==> src/rtl/if_map_load_ctrl.sv <==
// Load sequencer for the 64-register input-feature-map buffer.
// Fetches a KxK window from eight column-interleaved SRAM banks. Window pixel
// (r,c) is steered into buffer register r*8+c. Reg_loads is registered so that
// it lines up with bank data one cycle after each granted read.
module if_map_load_ctrl #(
  parameter int ADDR_W = 10
) (
  input  logic              clk,
  input  logic              reset,
  input  logic              start,
  input  logic [2:0]        k_m1,
  input  logic [2:0]        col_off,
  input  logic [ADDR_W-1:0] base_addr,
  input  logic [ADDR_W-1:0] row_stride,
  input  logic              rd_gnt,
  output logic              rd_en,
  output logic [ADDR_W-1:0] rd_addr,
  output logic [63:0]       Reg_loads,
  output logic [191:0]      Mux_Sel,
  output logic [63:0]       Local_Reset,
  output logic              busy,
  output logic              done
);

  typedef enum logic [2:0] {IDLE, CLEAR, READ, DRAIN, DONE} state_e;

  state_e              state_q, state_d;
  logic [2:0]          k_q, k_d;
  logic [2:0]          col_q, col_d;
  logic [ADDR_W-1:0]   stride_q, stride_d;
  logic [ADDR_W-1:0]   row_addr_q, row_addr_d;
  logic [2:0]          row_q, row_d;
  logic                phase_q, phase_d;
  logic                rd_en_q, rd_en_d;
  logic [ADDR_W-1:0]   rd_addr_q, rd_addr_d;
  logic [63:0]         loads_q, loads_d;
  logic [191:0]        mux_q, mux_d;
  logic [63:0]         lrst_q, lrst_d;
  logic                busy_q, busy_d;
  logic                done_q, done_d;

  logic [63:0]         clr_mask;
  logic [191:0]        mux_new;
  logic [7:0]          m0, m1;
  logic [3:0]          span;
  logic                split;

  // A row needs a second read when the window runs past bank 7.
  assign span  = {1'b0, col_q} + {1'b0, k_q};
  assign split = span[3];

  // Start-time decode from the live config: clear mask and per-register bank select.
  always_comb begin
    clr_mask = '0;
    mux_new  = '0;
    for (int i = 0; i < 64; i++) begin
      clr_mask[i]       = (3'(i / 8) > k_m1) || (3'(i % 8) > k_m1);
      mux_new[3*i +: 3] = 3'(i % 8) + col_off;
    end
  end

  // Column masks for phase 0 (banks col..7) and phase 1 (wrapped banks 0..).
  always_comb begin
    m0 = '0;
    m1 = '0;
    for (int c = 0; c < 8; c++) begin
      m0[c] = (3'(c) <= k_q) && (({1'b0, col_q} + 4'(c)) <  4'd8);
      m1[c] = (3'(c) <= k_q) && (({1'b0, col_q} + 4'(c)) >= 4'd8);
    end
  end

  // Next-state and registered-output computation.
  always_comb begin
    state_d    = state_q;
    k_d        = k_q;
    col_d      = col_q;
    stride_d   = stride_q;
    row_addr_d = row_addr_q;
    row_d      = row_q;
    phase_d    = phase_q;
    rd_en_d    = rd_en_q;
    rd_addr_d  = rd_addr_q;
    loads_d    = '0;
    mux_d      = mux_q;
    lrst_d     = '0;
    busy_d     = busy_q;
    done_d     = 1'b0;
    case (state_q)
      IDLE: if (start) begin
        k_d        = k_m1;
        col_d      = col_off;
        stride_d   = row_stride;
        row_addr_d = base_addr;
        lrst_d     = clr_mask;
        mux_d      = mux_new;
        busy_d     = 1'b1;
        state_d    = CLEAR;
      end
      CLEAR: begin
        state_d   = READ;
        rd_en_d   = 1'b1;
        rd_addr_d = row_addr_q;
        row_d     = '0;
        phase_d   = 1'b0;
      end
      READ: if (rd_gnt) begin
        loads_d = 64'(phase_q ? m1 : m0) << {row_q, 3'b000};
        if (split && !phase_q) begin
          phase_d   = 1'b1;
          rd_addr_d = row_addr_q + ADDR_W'(1);
        end else if (row_q == k_q) begin
          state_d = DRAIN;
          rd_en_d = 1'b0;
        end else begin
          row_d      = row_q + 3'd1;
          phase_d    = 1'b0;
          row_addr_d = row_addr_q + stride_q;
          rd_addr_d  = row_addr_q + stride_q;
        end
      end
      DRAIN: begin
        state_d = DONE;
        busy_d  = 1'b0;
        done_d  = 1'b1;
      end
      DONE:    state_d = IDLE;
      default: state_d = IDLE;
    endcase
  end

  // State and output registers; reset abandons any load in flight.
  always_ff @(posedge clk or negedge reset) begin
    if (!reset) begin
      state_q    <= IDLE;
      k_q        <= '0;
      col_q      <= '0;
      stride_q   <= '0;
      row_addr_q <= '0;
      row_q      <= '0;
      phase_q    <= 1'b0;
      rd_en_q    <= 1'b0;
      rd_addr_q  <= '0;
      loads_q    <= '0;
      mux_q      <= '0;
      lrst_q     <= '0;
      busy_q     <= 1'b0;
      done_q     <= 1'b0;
    end else begin
      state_q    <= state_d;
      k_q        <= k_d;
      col_q      <= col_d;
      stride_q   <= stride_d;
      row_addr_q <= row_addr_d;
      row_q      <= row_d;
      phase_q    <= phase_d;
      rd_en_q    <= rd_en_d;
      rd_addr_q  <= rd_addr_d;
      loads_q    <= loads_d;
      mux_q      <= mux_d;
      lrst_q     <= lrst_d;
      busy_q     <= busy_d;
      done_q     <= done_d;
    end
  end

  assign rd_en       = rd_en_q;
  assign rd_addr     = rd_addr_q;
  assign Reg_loads   = loads_q;
  assign Mux_Sel     = mux_q;
  assign Local_Reset = lrst_q;
  assign busy        = busy_q;
  assign done        = done_q;

endmodule

==> config.mk <==
export PLATFORM = sky130hd
export DESIGN_NAME = if_map_load_ctrl
export DESIGN_NICKNAME = d
export VERILOG_FILES = /design/src/rtl/if_map_load_ctrl.sv
export SDC_FILE = /design/constraint.sdc
export NUM_CORES = 1
export LEC_CHECK = 0
export BUFFER_PORTS_ARGS = -buffer_cell sky130_fd_sc_hd__buf_2
export CAP_MARGIN = 10
export CORE_AREA = 4 4 138 140
export DETAILED_ROUTE_END_ITERATION = 16
export DIE_AREA = 0 0 142 144
export PLACE_DENSITY_LB_ADDON = 0.15
export SLEW_MARGIN = 5
export SYNTH_ARGS = -nofsm -noshare
export SYNTH_HDL_FRONTEND = slang
export SYNTH_SLANG_ARGS = --single-unit
==> constraint.sdc <==
create_clock -name clk -period 3.58 [get_ports clk]
set_clock_uncertainty 0.2 [all_clocks]
set_input_delay 0.716 -clock clk [delete_from_list [all_inputs] [get_ports clk]]
set_output_delay 0.716 -clock clk [all_outputs]
set_load 0.05 [all_outputs]
==> impl_metrics.toml <==
[cells_and_area]
num_antenna_cells = 0
layout-drive-gt1-share = 0.4272
final_core_util = 0.4939
layout.nets = 1002
syn_to_final_growth_pct = 14.09
final_common_cell = "buf_2"
layout_common_cells = "361 x buf_2, 149 x dfrtp_1, 98 x nand2_1, 92 x nor2_1, 30 x o21ai_0"

[placed_design]
dp_hpwl_um = 14060
place.port_buffers = 362
place_worst_setup_slack_ns = 0.7599
finalWeightedCongestion = 0.7899

[cts]
cts_root_buffer = "clkbuf_16"
clk_pin_slew_ns = 0.07
numCtsBuffers = 17
clk_latency_ns = 0.43
hold_buffers = 0
clock_sinks = 149
postCtsSetupBuffers = 0
cts_tree = "done"
cts-htree-levels = 4
cts_max_path_buffers = 2
ctsResizeCount = 0

[setup_path]
cp_data_required_time_ns = 3.69
cp-start-kind = "flop"
crit_chain = "ha_1 > fa_1 > a211oi_2 > o21bai_1 > a2111o_1 > a21o_1 > and2_0 > a221o_1"
cp-end-kind = "flop"
critical_path_class = "reg2reg"
max_stage_delay_ns = 0.45
cp_slowest_cell = "dfrtp_1"
cp.arrival_ns = 2.97
crit_fanout = 7

[synth]
synth_top_family_by_area = "buffers and inverters"
synth-xor-area-share = 0.02155
ys_async_sr_fraction = 1.000
synthAdderAreaFrac = 0.02689
synthSimpleGateAreaFrac = 0.1421
ys.flop_type = "dfrtp_1"
syn_nets = 852
seq_area_frac_synth = 0.4827
ys_seq_elements = 149
synth.area.mux_share = 0.007938
synth_cell_types = 51
syn_area_per_cell_sq_um = 9.583
synth_cells = 806
synth_edf_count = 0
synth_warnings = 0
synth-compound-area-share = 0.09088
synth_area_sq_um = 7724

[routing]
ant_nets = 0
drt_iter0_drc = 216
drc = 0
drt_first_pass_iters = 6
routed_via_density = 4.701
vias = 5632
wirelength_um = 19050
wire_per_inst_um = 15.90

[grt]
grt.total_usage = 0.1830
grt_overflow = 0
grt_max_degree = 72
antenna_found_initial = 0
grt_pass1_vias = 5262
grt_first_pass_wirelength_um = 29380

[timing]
drv_slew = 0
fmax_ghz = 0.3500
slew_headroom = 0.4279
finalWorstSetupSlack_ns = 0.7232
timing.final.crit_share = 0.7980
worst_pin_slew_ns = 0.8544
fin_crit_ns = 2.857
worst_hold_slack_ns = 0.09795
final.setup.tns_ns = 0
hold_viol_final = 0
rsz0062_at_grt = "false"
setup_violations = 0

[floorplan]
dieArea_sq_um = 20450
die_height_um = 144
die_w_um = 142
start_util = 0.4329
rows = 49
core_area_sq_um = 17840
ios = 363

[job]
timing.max_cap.violations = 0

[worst_hold_path]
hold_class = "in2async"

[run_status]
status = "finished, final reports clean"
cells in the mapped netlist (10+ instances only):
cell type | n | area share
a31oi_1 | 10 | 0.0081
dfrtp_1 | 149 | 0.48
clkbuf_1 | 17 | 0.0083
xnor2_1 | 11 | 0.012
nand3_1 | 16 | 0.010
a21oi_1 | 23 | 0.015
nand2_1 | 99 | 0.048
buf_4 | 214 | 0.21
ha_1 | 15 | 0.024
o21ai_0 | 30 | 0.019
a211oi_1 | 10 | 0.0097
nor2_1 | 92 | 0.045
buf_2 | 12 | 0.0078
nor3_1 | 13 | 0.0084
state kept, by name (all words and copies together), names as in the netlist, 2 cells and up:
signal,cells
Reg_loads,64
Mux_Sel,12
row_addr_q,10
state_q,3
stride_q,10
col_q,2
Local_Reset,28
rd_addr,10
k_q,3
row_q,3
area by class of cell:
type                    instances  area, sq um
inverters                       6        22.52
clock buffers                  17        425.4
well taps                     229        286.5
fillers                      1736         9029
multi-input cells             407         2246
flip-flops and latches        149         3729
repair buffers                375         1928
clock inverters                15        175.2
per-stage QoR:
step / instances / area [sq um]
CTS: 1198 / 8812
floorplan: 806 / 7724
global placement: 1166 / 8212
detailed placement: 1166 / 8212
global route: 1198 / 8812
finish: 1198 / 8812
per-layer routing:
layer / track usage / vias up / wire length [um] / share of wire
li1: - / 2760 / - / -
met1: 0.2350 / 2658 / 7921 / 0.42
met2: 0.3120 / 202 / 9695 / 0.51
met3: 0.04034 / 12 / 1210 / 0.064
met4: 0.05404 / 0 / 221 / 0.012
met5: 0 / - / 0 / 0
final timing paths:
| kind | start | endpoint | slack (ns) | depth (start not counted) |
|---|---|---|---|---|
| min | reset | Reg_loads[14]$_DFF_PN0_ | 0.1 | 1 |
| min in group clk | row_stride[2] | stride_q[2]$_DFFE_PN0P_ | 0.27 | 3 |
| min reg2reg | rd_addr[1]$_DFFE_PN0P_ | rd_addr[1]$_DFFE_PN0P_ | 0.28 | 1 |
| max | row_addr_q[0]$_DFFE_PN0P_ | row_addr_q[8]$_DFFE_PN0P_ | 0.72 | 8 |
| max reg2reg | row_addr_q[0]$_DFFE_PN0P_ | row_addr_q[8]$_DFFE_PN0P_ | 0.72 | 8 |
| max in group asynchronous | reset | Local_Reset[58]$_DFF_PN0_ | 2.33 | 2 |
cells by family (layout without fill, tap and decap cells):
family,Yosys count,count (layout)
buffers and inverters,250,413
adders and majority gates,16,16
and+or+nand+nor,255,255
AOI/OAI and AO/OA,110,110
DFF,149,149
muxes,6,6
other,1,1
xor gates and xnor gates,19,19
worst max-delay path: cells and delay by family, from the launching register on:
family | cells | cell delay [ns]
flip-flops | 1 | 0.45
AO/OA/AOI/OAI | 5 | 1.25
adder cells (fa/ha/maj) | 2 | 0.69
AND/OR/NAND/NOR | 1 | 0.15
Power is not shown: default switching activity piles up to over one toggle a cycle in this logic, so the estimate is an artifact.
